### src/rtl/soc_bus_pkg.sv
// Shared SoC bus definitions: default widths, DMA state encoding and the address map.
package soc_bus_pkg;

   localparam int SOC_ADDR_W = 8;
   localparam int SOC_DATA_W = 8;
   localparam int SOC_LEN_W  = 8;

   typedef enum logic [1:0] {
      ST_IDLE = 2'd0,
      ST_RD   = 2'd1,
      ST_WR   = 2'd2,
      ST_DONE = 2'd3
   } dma_state_t;

   // Region bounds; the *_AW widths are the offset bits each region spans.
   localparam logic [SOC_ADDR_W-1:0] RAM_BASE   = 8'h00;
   localparam logic [SOC_ADDR_W-1:0] RAM_LAST   = 8'h7F;
   localparam int                    RAM_AW     = 7;
   localparam logic [SOC_ADDR_W-1:0] UART_BASE  = 8'h80;
   localparam logic [SOC_ADDR_W-1:0] UART_LAST  = 8'h8F;
   localparam int                    UART_AW    = 4;
   localparam logic [SOC_ADDR_W-1:0] TIMER_BASE = 8'h90;
   localparam logic [SOC_ADDR_W-1:0] TIMER_LAST = 8'h9F;
   localparam int                    TIMER_AW   = 4;

endpackage

### src/rtl/soc_bus_dma.sv
// Single-channel byte-copy DMA initiator: alternating read/write beats on the SoC bus master port.
//
// state | meaning
// IDLE  | waiting for start; bus idle
// RD    | read beat on src, data captured on accept
// WR    | write beat of buffered byte to dst, counters advance on accept
// DONE  | one-cycle completion pulse
module soc_bus_dma
   import soc_bus_pkg::*;
#(
   parameter int ADDR_W = SOC_ADDR_W,
   parameter int DATA_W = SOC_DATA_W,
   parameter int LEN_W  = SOC_LEN_W
) (
   input  logic              clk,
   input  logic              rst,
   input  logic              start,
   input  logic [ADDR_W-1:0] src_addr,
   input  logic [ADDR_W-1:0] dst_addr,
   input  logic [LEN_W-1:0]  len,
   input  logic              src_inc,
   input  logic              dst_inc,
   input  logic              abort,
   output logic              busy,
   output logic              done,
   output logic              aborted,
   output logic [LEN_W-1:0]  remaining,
   output logic [ADDR_W-1:0] m_addr,
   output logic [DATA_W-1:0] m_wdata,
   input  logic [DATA_W-1:0] m_rdata,
   output logic              m_we,
   output logic              m_valid,
   input  logic              m_ready
);

   dma_state_t        state_q, state_d;
   logic [ADDR_W-1:0] src_q, dst_q;
   logic [LEN_W-1:0]  rem_q;
   logic [DATA_W-1:0] buf_q;
   logic              src_inc_q, dst_inc_q;
   logic              abort_pend_q, aborted_q;

   logic load, load_zero, rd_acc, wr_acc, end_xfer, pend_now;

   always_comb begin
      state_d   = state_q;
      load      = 1'b0;
      load_zero = 1'b0;
      rd_acc    = 1'b0;
      wr_acc    = 1'b0;
      end_xfer  = 1'b0;
      // An abort arriving in the same cycle as the write accept ends the transfer too.
      pend_now  = abort_pend_q | abort;
      case (state_q)
         ST_IDLE: begin
            if (start) begin
               if (len != '0) begin
                  load    = 1'b1;
                  state_d = ST_RD;
               end else begin
                  load_zero = 1'b1;
                  state_d   = ST_DONE;
               end
            end
         end
         ST_RD: begin
            if (m_ready) begin
               rd_acc  = 1'b1;
               state_d = ST_WR;
            end
         end
         ST_WR: begin
            if (m_ready) begin
               wr_acc = 1'b1;
               if (rem_q == LEN_W'(1) || pend_now) begin
                  end_xfer = 1'b1;
                  state_d  = ST_DONE;
               end else begin
                  state_d = ST_RD;
               end
            end
         end
         ST_DONE: state_d = ST_IDLE;
         default: state_d = ST_IDLE;
      endcase
   end

   always_ff @(posedge clk) begin
      if (rst) begin
         state_q      <= ST_IDLE;
         src_q        <= '0;
         dst_q        <= '0;
         rem_q        <= '0;
         buf_q        <= '0;
         src_inc_q    <= 1'b0;
         dst_inc_q    <= 1'b0;
         abort_pend_q <= 1'b0;
         aborted_q    <= 1'b0;
      end else begin
         state_q <= state_d;
         if (load) begin
            src_q     <= src_addr;
            dst_q     <= dst_addr;
            rem_q     <= len;
            src_inc_q <= src_inc;
            dst_inc_q <= dst_inc;
         end
         if (load || load_zero) begin
            aborted_q    <= 1'b0;
            abort_pend_q <= 1'b0;
         end
         if ((state_q == ST_RD || state_q == ST_WR) && abort) begin
            abort_pend_q <= 1'b1;
         end
         if (rd_acc) begin
            buf_q <= m_rdata;
         end
         if (wr_acc) begin
            rem_q <= (rem_q != '0) ? rem_q - LEN_W'(1) : rem_q;
            src_q <= src_q + ADDR_W'(src_inc_q);
            dst_q <= dst_q + ADDR_W'(dst_inc_q);
         end
         if (end_xfer) begin
            abort_pend_q <= 1'b0;
            if (pend_now) begin
               aborted_q <= 1'b1;
            end
         end
      end
   end

   assign busy      = (state_q != ST_IDLE);
   assign done      = (state_q == ST_DONE);
   assign aborted   = aborted_q;
   assign remaining = rem_q;
   assign m_valid   = (state_q == ST_RD) || (state_q == ST_WR);
   assign m_we      = (state_q == ST_WR);
   assign m_addr    = (state_q == ST_RD) ? src_q :
                      (state_q == ST_WR) ? dst_q : '0;
   assign m_wdata   = buf_q;

endmodule
### config.mk
export PLATFORM = sky130hd
export DESIGN_NAME = soc_bus_dma
export DESIGN_NICKNAME = d
export VERILOG_FILES = /design/src/rtl/soc_bus_pkg.sv /design/src/rtl/soc_bus_dma.sv
export SDC_FILE = /design/constraint.sdc
export NUM_CORES = 1
export LEC_CHECK = 0
export ABC_AREA = 1
export BUFFER_PORTS_ARGS = -buffer_cell sky130_fd_sc_hd__buf_2
export CAP_MARGIN = 25
export CORE_MARGIN = 3
export CORE_UTILIZATION = 40
export DETAILED_ROUTE_END_ITERATION = 8
export MAX_ROUTING_LAYER = met4
export PLACE_DENSITY = 0.68
export SKIP_CTS_REPAIR_TIMING = 1
export SLEW_MARGIN = 20
export SYNTH_ARGS = -nofsm -noshare
export SYNTH_HDL_FRONTEND = slang
export SYNTH_SLANG_ARGS = --single-unit
export TNS_END_PERCENT = 30
### constraint.sdc
create_clock -name clk -period 1.6 [get_ports clk]
set_input_delay 0.16 -clock clk [delete_from_list [all_inputs] [get_ports clk]]
set_output_delay 0.16 -clock clk [all_outputs]
set_load 0.01 [all_outputs]
**Yosys cells after proc, flatten, opt, wreduce, memory -nomap -nowiden**

Index checks and enable logic that the tools add are counted.

- Flip-flop bits (word level): 38
- Input bits: 39
- Output and inout bits: 29

- Add/subtract/negate cells: 3
- Equal/unequal tests: 8
- Mux-type cells: 32
- Bitwise operators: 1
- Reduce and logical (&&, ||, !) cells: 13

Operators by type and width:

| kind | number |
|---|---|
| 2-to-1 mux 8 bit | 9 |
| 2-to-1 mux 1 bit | 17 |
| adder 8 x 1 -> 8 bit | 2 |
| nonzero test 8 bit | 2 |
| 2-to-1 mux 2 bit | 5 |
| equality test 8 x 1 -> 1 bit (second input constant) | 1 |
| case mux 2 bit (4 select lines) | 1 |
| subtractor 8 x 1 -> 8 bit (second input constant) | 1 |
| nonzero test 2 bit | 3 |
| equality test 2 bit (second input constant) | 2 |
| inequality test 2 x 1 -> 1 bit (second input constant) | 2 |
| inequality test 2 bit (second input constant) | 2 |
| logical OR 1 bit | 3 |
| AND reduction 3 bit | 1 |
| equality test 2 x 1 -> 1 bit (second input constant) | 1 |
| logical NOT 2 bit | 1 |
| AND reduction 2 bit | 1 |
| OR reduction 2 bit | 1 |
| logical AND 1 bit | 1 |
| bitwise OR 1 bit | 1 |

**Longest topological paths before layout**

Gate-level depths: netlist of the first run.

- Word-level depth: 8
- Gate-level depth with buffers: 10
- Depth with buffers taken out: 10

**Worst setup path after synthesis of the first run**

No wires, ideal clock.

- Path kind: register -> register
- Start: register state_q[0]
- End: register src_q[0]
- Setup time: 0.116 ns
- Arrival: 1.379 ns
- Path slack: 0.105 ns
- Stages on the path, launching flop included: 11
- Buffers on the path: 2
- Cells stage by stage: dfxtp_1 -> inv_1 -> ha_1 -> nand2_2 -> inv_2 -> buf_6 -> buf_6 -> nand2_1 -> nand2_1 -> nor2_1 -> nor2_1

- Longest elaborated chain between the ends: 3
- Elaborated cells on any way between the ends: 6
- Classes of those cells: 1 x eq/ne; 3 x mux; 2 x reduce/logical

Ends and longest elaborated chain:

| element | line | source |
|---|---|---|
| from (decl) | soc_bus_dma.sv:36 | `dma_state_t state_q, state_d;` |
| from (signal assigned) | soc_bus_dma.sv:100 | `state_q <= state_d;` |
| equality test 2 bit (*) | n/a |  |
| named net m_we | soc_bus_dma.sv:31 | `output logic m_we,` |
| 2-to-1 mux 1 bit (*) | soc_bus_dma.sv:54 | `case (state_q)` |
| 2-to-1 mux 8 bit or nonzero test 2 bit (tied branches) | n/a |  |
| to (signal assigned) | soc_bus_dma.sv:102 | `src_q <= src_addr;` |
| to (signal assigned) | soc_bus_dma.sv:120 | `src_q <= src_q + ADDR_W'(src_inc_q);` |
| to (decl) | soc_bus_dma.sv:37 | `logic [ADDR_W-1:0] src_q, dst_q;` |

Mark *: on every way through the listed nets, which the timed path passes. The rest lies on a longest branch.
A chain may end at the register's enable or synchronous reset.

**Final worst setup path of the first run**

- Start: register state_q[0]
- End: output port m_addr[4]

- Longest elaborated chain between the ends: 3
- Elaborated cells on any way between the ends: 4
- Classes of those cells: 2 x eq/ne; 2 x mux

Ends and longest elaborated chain:

| element | line | source |
|---|---|---|
| equality test 2 bit | soc_bus_dma.sv:139 | `(state_q == ST_WR) ? dst_q : '0;` |
| 2-to-1 mux 8 bit | soc_bus_dma.sv:139 |  |
| 2-to-1 mux 8 bit (*) | soc_bus_dma.sv:138 | `assign m_addr = (state_q == ST_RD) ? src_q :` |
| to (decl) | soc_bus_dma.sv:28 | `output logic [ADDR_W-1:0] m_addr,` |

Mark *: on every way between the ends. The rest lies on a longest branch, timed or not.

==> results.md, run 1 <==
* Run status: completed
* Syn avg cell area at 6.434 µm²
* Clk sink count at 38
* Mean routed wirelength per cell at 12.34 µm
* HPWL Detailed at 4.927 mm
* Slowest cell on crit path: dfxtp_2
* Seq/Total Area, Yosys at 32.31%
* TNS Setup at 0 ns
* Crit path depth at 6
* CP delay by family, top: buffers and inverters
* CP Class: register to output port
* Post-Route Utilization at 54.06%
* Hold Path Class: input port to register
* Largest net degree at the start of global routing at 18
* Residual DRC at 0
* Worst setup margin at 0.02951 ns
* Max_cap viols at 0
* Die height at 82.73 µm
* RePlAce Congestion at 0.9132
* Initial Util at 41.99%
* Clock transition at the registers of the reported paths at 0.07 ns
* Post-Synthesis Cells at 366
* Layout Skew at 0.005624 ns
* Commonest non-fill, non-tap cells in the layout: 78 x nand2_1, 67 x buf_2, 63 x nor2_1
* #FFs+latches synth at 38
* Final setup vio count at 0
* Hold violation count in the final report at 0
* Worst r2r src: state_q[0]
* Via count at 2559
* N_diodes at 0
* H-tree depth at 2
* Worst-path maximum fanout at 7
* Most common cell after layout, fill and taps aside: nand2_1
* Synth top area share at 32.31%
* Drt pass-1 iters at 5
* Final WL at 6.403 mm
* I/O Pins at 68
* CP Cell Sequence: buf_6 > ha_4 > clkinvlp_4 > nand3_1 > o21ai_2 > buf_2
* Pre-CTS setup slack at 0.02426 ns
* Remaining Overflow, GRT at 0
* Initial antenna violation count at 0
* Min cycle time layout at 1.570 ns
* Ys Warns at 0
* Clock latency at the later pin of the worst-skew pair at 0.29 ns
* Syn nets at 417
* Layout net count at 497
* Die Area at 6843 µm²
* Yosys top cell by area: dfxtp_1
* Vias per inst at 4.931
* Setup crit end: m_addr[4]
* Vias in the first global route at 2351
* Antenna viol nets, final at 0
* Max Slew Vio Count at 0
* Mapped Area at 2355 µm²
* Power Dens Cells at 1567 nW/µm²
* R2R setup slack at 0.12 ns
* Max incr delay on CP at 0.35 ns
* Drt initial violations at 183
* RSZ-0062 raised after global routing: true
* First-pass GRT wire length at 10.49 mm
* Least-Margin Pin Slew at 0.3524 ns
* Worst-case reg-to-reg path depth at 9
* Gr usage total at 20.16%
* Core Region at 5608 µm²
* Synth unique cells at 29
* Setup crit end kind: output port
* Row cnt at 27
* Crit path launch: state_q[0]
* TritonCTS clock tree: yes
* DIE WIDTH at 82.73 µm
* Port Buffers at 67
* Cts bufs inserted at 5
* Pleak at 1.524 nW
* Synth top area cells: dfxtp_1 32%, nand2_1 13%, nor2_1 10%
* Slew headroom at 76.51%
* Fin crit share at 98.16%
* Worst setup SP type: register
* CTS max path bufs at 2
* Buffer and inverter count on the worst path at 3
* Worst r2r dst: src_q[6]
* Area Overhead vs Synth at 28.75%
* Clk Tree Root Cell: clkbuf_8
* VDD IR max at 683.3 µV
* Worst EP arrival at 1.41 ns
* Share of layout cells above drive strength 1 at 27.52%
* Crit path required time at 1.44 ns
* Fmax at 636.7 MHz
registers in the layout, summed over array words and instances, names as in the netlist:
name and flops:
m_wdata 8, aborted 1, state_q 2, src_inc_q 1, remaining 8, dst_inc_q 1, dst_q 8, abort_pend_q 1
src_q 8
cells by family after synthesis:
logic type               count (synthesis)  synth area share (%)
AO/OA/AOI/OAI                           58                 13.07
XOR/XNOR                                 4                 1.488
adder cells (fa/ha/maj)                 12                 6.376
buffers and inverters                   57                 10.63
flip-flops                              38                 32.31
AND/OR/NAND/NOR                        197                 36.13
cell usage after synthesis:
cell type and instances:
buf_6 4, ha_1 12, nor2_1 63, nand3_2 2
o21bai_1 1, inv_2 4, xor2_1 4, a22o_1 1
nand3b_1 1, nor3_1 4, inv_1 41, o22ai_1 1
nand2_1 79, a21oi_1 13, buf_4 1, or2_0 1
clkinv_2 1, nor3_2 1, nand2_2 8, dfxtp_1 38
buf_2 1, nand3_1 35, nor2_4 2, clkbuf_1 5
o21ai_0 31, o21ai_1 7, nand4_1 1, o31ai_1 1
a211oi_1 3
through the flow:
stage | power (mW) | cell area [µm²] | cells | hold slack (ns)
after detailed placement | 3.829 | 2829 | 509 | 0.4178
after floorplan | 3.093 | 2355 | 366 | 0.2385
after CTS | 4.542 | 2924 | 517 | 0.1031
after global routing | 5.196 | 3032 | 519 | 0.1079
final | 4.752 | 3032 | 519 | 0.1158
after global placement | 3.789 | 2829 | 509 | 0.4061
area by class of cell:
| type | instances | area [µm²] |
|---|---|---|
| repair inverters | 1 | 7.507 |
| flip-flops and latches | 38 | 765.7 |
| repair buffers | 83 | 475.5 |
| clock buffers | 6 | 82.58 |
| fillers | 595 | 2576 |
| multi-input cells | 271 | 1413 |
| inverters | 46 | 185.2 |
| well taps | 72 | 90.09 |
| clock inverters | 2 | 12.51 |
how the worst min path moves through the flow:
stage                           from          to  cells after the start
after floorplan                  rst    dst_q[3]                      1
after global routing         dst_inc   dst_inc_q                      3
after CTS                 m_rdata[5]  m_wdata[5]                      3
after detailed placement  m_rdata[5]  m_wdata[5]                      3
after global placement    m_rdata[2]  m_wdata[2]                      3
final                     m_rdata[5]  m_wdata[5]                      3
report_power, final:
group | internal, mW | leakage (nW) | switching [mW] | total (mW)
sequential | 1.24 | 0.314 | 0.272 | 1.51
combinational | 1.00 | 1.16 | 1.55 | 2.55
clock | 0.346 | 0.0472 | 0.342 | 0.689
tightest hold or removal path, delay by kind of cell:
kind	cells	cell delay [ns]
compound gates	1	0.07
buf+inv	1	0.07
simple gates	1	0.07
layer usage:
| layer | GRT usage (%) | routed length, µm | vias to the layer above |
|---|---|---|---|
| met4 | 4.412 | 93 | 0 |
| li1 | - | - | 1328 |
| met5 | - | 0 | - |
| met2 | 31.33 | 2883 | 90 |
| met3 | 5.423 | 460 | 10 |
| met1 | 26.31 | 2966 | 1131 |
No activity file was read; power rests on OpenSTA's default activity.
==> run 2: changes to the inputs <==
REMOVE_ABC_BUFFERS = 1   (was unset)
==> results.md, run 2 (synthesis gave the netlist of run 1 again) <==
* CP Class: register to output port
* Worst-path maximum fanout at 7
* Worst setup margin at 0.01623 ns
* H-tree depth at 2
* Power Dens Cells at 1663 nW/µm²
* TritonCTS clock tree: yes
* Max Slew Vio Count at 0
* Clock transition at the registers of the reported paths at 0.08 ns
* Port Buffers at 67
* N_diodes at 0
* RePlAce Congestion at 0.8500
* Residual DRC at 0
* Layout net count at 499
* Gr usage total at 19.76%
* I/O Pins at 68
* Run status: completed
* Hold Path Class: input port to register
* Die Area at 6843 µm²
* Clock latency at the later pin of the worst-skew pair at 0.29 ns
* Crit path required time at 1.44 ns
* Vias per inst at 4.910
* Initial Util at 41.99%
* Hold Crit Depth at 3
* Hold violation count in the final report at 0
* Antenna viol nets, final at 0
* Core Region at 5608 µm²
* Fmax at 631.4 MHz
* Commonest non-fill, non-tap cells in the layout: 78 x nand2_1, 66 x buf_2, 62 x nor2_1
* Final Power at 5.186 mW
* Via count at 2558
* Max_cap viols at 0
* Combinational Power Share at 51.4%
* Pint at 2.933 mW
* Switch Pwr at 2.253 mW
* Vias in the first global route at 2208
* Drt initial violations at 138
* Slew headroom at 81.93%
* Remaining Overflow, GRT at 0
* Row cnt at 27
* Clk sink count at 38
* Final setup vio count at 0
* # placed instances at 510
* Clk Tree Root Cell: clkbuf_8
* Fillers at 587
* Worst-case reg-to-reg path depth at 8
* Drt pass-1 iters at 4
* Final WL at 6.522 mm
* Most common cell after layout, fill and taps aside: nand2_1
* Share of layout cells above drive strength 1 at 29.40%
* Pre-CTS setup slack at -0.006913 ns
* VDD IR max at 921.5 µV
* Die height at 82.73 µm
* HPWL Detailed at 4.797 mm
* Sw frac at 43.44%
* Clk pwr share at 19.2%
* Setup crit end kind: output port
* TNS Setup at 0 ns
* Area Overhead vs Synth at 32.47%
* Cts bufs inserted at 5
* Fin crit share at 98.99%
* Min cycle time layout at 1.584 ns
* Layout Skew at 0.004529 ns
* Worst EP arrival at 1.42 ns
* Final std cells w/o fill at 521
* Worst setup SP type: register
* R2R setup slack at 0.09 ns
* Largest net degree at the start of global routing at 26
* Mean routed wirelength per cell at 12.52 µm
* CTS max path bufs at 2
* Sequential Power Share at 29.4%
* DIE WIDTH at 82.73 µm
* Least-Margin Pin Slew at 0.2711 ns
* RSZ-0062 raised after global routing: true
* First-pass GRT wire length at 10.10 mm
* Pleak at 1.558 nW
* Initial antenna violation count at 0
run 2: cell types whose count changed in the layout (fill, tap and decap cells not counted), moves of 2 or more:
cell,delta
buf_4,+2
bufinv_16,+2
ha_1,-2
ha_2,+2
nand2_4,-2
o21ai_1,-2
o21ai_2,+2
run 2: area by class of cell:
cell class / instances / area, µm² / area share (%)
multi-input combinational: 271 / 1441 / 46.21
tap: 72 / 90.09 / 2.888
timing repair buffer: 85 / 491.7 / 15.76
sequential: 38 / 765.7 / 24.55
clock buffer: 5 / 68.82 / 2.206
inverter: 46 / 185.2 / 5.937
clock inverter: 3 / 68.82 / 2.206
timing repair inverter: 1 / 7.507 / 0.2407
run 2: worst max-delay path, cell delays in order (launching register included):
cell and delay, ns:
dfxtp_2 0.35, buf_6 0.10, ha_4 0.16, clkinvlp_4 0.19
o21ai_2 0.17, buf_2 0.15
run 2: per-stage QoR:
step,instance area (µm²),hold WS (ns),utilization [%]
after global routing,3119,0.1162,55.62
final,3119,0.1118,55.62
after detailed placement,2824,0.4195,50.36
after CTS,2962,0.1107,52.81
after global placement,2824,0.4103,50.36
after floorplan,2278,0.2291,-
run 2: power groups by stage:
| stage | combinational, mW | sequential, mW | clock, mW |
|---|---|---|---|
| CTS | 2.35 | 1.50 | 1.01 |
| finish | 2.67 | 1.52 | 0.996 |
| floorplan | 1.48 | 1.52 | 0 |
| global route | 2.99 | 1.56 | 1.05 |
| detailed placement | 2.33 | 1.52 | 0 |
| global placement | 2.29 | 1.51 | 0 |
run 2: path summary, 6_finish.rpt:
kind                                 start    endpoint
worst max-delay path            state_q[0]   m_addr[2]
worst min register to register     aborted     aborted
worst min-delay path            m_rdata[7]  m_wdata[7]
worst max register to register  state_q[1]  state_q[1]
run 2: per-layer routing:
layer,vias to the layer above,global-route usage [%],share of wire [%]
met5,-,-,0
met4,0,5.065,1.2
met3,8,3.254,6.2
met2,74,32.37,46
met1,1148,25.36,47
li1,1328,-,-
==> run 3: changes to the inputs <==
ABC_AREA = unset   (was 1)
CORE_ASPECT_RATIO = 1.5   (was unset)
PLACE_DENSITY = 0.69   (was 0.68)
REMOVE_ABC_BUFFERS = unset   (was 1)
==> results.md, run 3 <==
* Run status: complete, but fails checks
* Failing checks: setup timing
* #FFs+latches synth at 38
* Min cycle time layout at 1.609 ns
* Drt initial violations at 167
* Cts bufs inserted at 5
* RePlAce Congestion at 0.8560
* Commonest non-fill, non-tap cells in the layout: 65 x buf_2, 36 x dfxtp_1, 32 x nand2_1
* Cell with the most instances after synthesis: nand2_1
* Max incr delay on CP at 0.38 ns
* Remaining Overflow, GRT at 0
* Synth Flop Type: dfxtp_1
* Hold violation count in the final report at 0
* Largest family of logic cells by synthesized area: compound AO/OA/AOI/OAI gates
* Slew headroom at 70.98%
* Row cnt at 32
* Max Slew Vio Count at 0
* H-tree depth at 2
* Most instantiated cells after synthesis: 39 x nand2_1, 38 x dfxtp_1, 27 x a21oi_1
* Seq/Total Area, Yosys at 34.98%
* Async set-reset flop share out of synthesis at 0%
* Mux contribution to synthesized area at 2.762%
* Worst setup SP type: register
* Clock transition at the registers of the reported paths at 0.08 ns
* Clk sink count at 38
* Complex-gate fraction of the synthesized area at 24.80%
* CP Cell Sequence: inv_2 > buf_6 > ha_4 > clkbuf_16 > o21ai_2 > buf_2
* Synth top area cells: dfxtp_1 35%, ha_1 6.9%, nand2_1 6.7%
* Power Dens Cells at 1646 nW/µm²
* Mean routed wirelength per cell at 15.17 µm
* VDD IR max at 839.8 µV
* Layout Skew at 0.005266 ns
* Final Power at 5.277 mW
* Yosys top cell by area: dfxtp_1
* Worst EP arrival at 1.45 ns
* Hold Path Class: input port to register
* Least-Margin Pin Slew at 0.4320 ns
* Mapped Area at 2175 µm²
* EDFF count, synth at 0
* Antenna viol nets, final at 0
* Vias per inst at 5.521
* Port Buffers at 67
* Layout net count at 406
* Share of layout cells above drive strength 1 at 41.85%
* Fin crit share at 100.6%
* CTS max path bufs at 2
* Clock latency at the later pin of the worst-skew pair at 0.29 ns
* Synth top area share at 34.98%
* Final setup vio count at 4
* Area Overhead vs Synth at 47.41%
* N_diodes at 0
* Die Area at 6375 µm²
* Slowest cell on crit path: dfxtp_4
* Initial Util at 41.78%
* Synth Area in XOR/XNOR at 1.208%
* Syn nets at 311
* Final WL at 6.430 mm
* Via count at 2341
* TritonCTS clock tree: yes
* Gr usage total at 20.16%
* DIE WIDTH at 66.20 µm
* Max_cap viols at 0
* Drt pass-1 iters at 4
* Most common cell after layout, fill and taps aside: buf_2
* First-pass GRT wire length at 9.867 mm
* Die height at 96.31 µm
* Fmax at 621.5 MHz
* Post-synthesis simple-gate area fraction at 23.99%
* Ys Warns at 0
* CP Class: register to output port
* Synth unique cells at 42
* Crit path required time at 1.44 ns
* Syn avg cell area at 8.364 µm²
* Post-Synth Adder-Cell Area at 6.904%
* Core Region at 5205 µm²
* Residual DRC at 0
* Pleak at 1.406 nW
* I/O Pins at 68
* Initial antenna violation count at 0
* Worst-path maximum fanout at 5
* Worst setup margin at -0.009081 ns
* Vias in the first global route at 2185
* Largest net degree at the start of global routing at 28
* TNS Setup at -0.02765 ns
* Post-Synthesis Cells at 260
* HPWL Detailed at 4.482 mm
* Clk Tree Root Cell: clkbuf_8
* Setup crit end kind: output port
* RSZ-0062 raised after global routing: true
## run 3: changes by cell type after synthesis, sizes merged, moves of 6 or more
cell / previous run / this run
nand3: 37 / 24
a21oi: 13 / 28
a211oi: 3 / 14
nand4: 1 / 7
a2bb2oi: 0 / 7
o21ai: 38 / 9
inv: 45 / 5
nand2: 87 / 40
nor2: 65 / 14
mux2i: 0 / 6
## run 3: cell type report
cell class                 instances  area (µm²)
fill                             462        1999
multi-input combinational        200        1429
sequential                        38       765.7
timing repair buffer             105       762.0
tap                               68       85.08
clock buffer                       6       82.58
clock inverter                     2       60.06
inverter                           5       21.27
## run 3: per-stage QoR
stage | hold WS [ns] | setup slack [ns] | cell area [µm²] | std cells | utilization (%)
floorplan | 0.2643 | -0.001279 | 2191 | 260 | -
finish | 0.1119 | -0.009081 | 3206 | 424 | 61.59
global placement | 0.3988 | 0.03572 | 2806 | 407 | 53.92
global route | 0.1172 | -0.05350 | 3206 | 424 | 61.59
CTS | 0.1087 | -0.2451 | 2949 | 415 | 56.66
detailed placement | 0.4125 | 0.02035 | 2806 | 407 | 53.92
## run 3: path summary, 6_finish.rpt
kind	slack (ns)	depth (start not counted)	start	end
max	-0.009	6	state_q[1]	m_addr[3]
min	0.11	3	src_addr[6]	src_q[6]
min reg2reg	0.46	2	m_wdata[6]	m_wdata[6]
max reg2reg	0.01	7	state_q[0]	remaining[1]
## run 3: where the power goes
group	total (mW)	internal, mW	switching, mW	leakage (nW)
logic	2.82	1.42	1.40	1.02
registers	1.44	1.20	0.238	0.313
clock network	1.02	0.665	0.357	0.0714
## run 3: layer usage
| layer | part of all wire, % | wire [µm] | global-route usage, % | vias to the layer above |
|---|---|---|---|---|
| met4 | 0.72 | 46 | 6.102 | 0 |
| met1 | 40 | 2571 | 23.50 | 1107 |
| met3 | 4.9 | 315 | 1.752 | 4 |
| met5 | 0 | 0 | - | - |
| met2 | 54 | 3496 | 36.21 | 82 |
| li1 | - | - | - | 1148 |
## run 3: worst max-delay path, delay by kind of cell (launching register included)
kind,cells,cell delay [ns]
AO/OA/AOI/OAI,1,0.12
adder cells (fa/ha/maj),1,0.19
buffers and inverters,4,0.47
flip-flops,1,0.38
## run 3: cell families after synthesis
group                      count (synthesis)
DFF                                       38
adders and majority gates                 12
muxes                                      6
buffers and inverters                     22
AOI/OAI and AO/OA                         78
xor gates and xnor gates                   3
and+or+nand+nor                          101
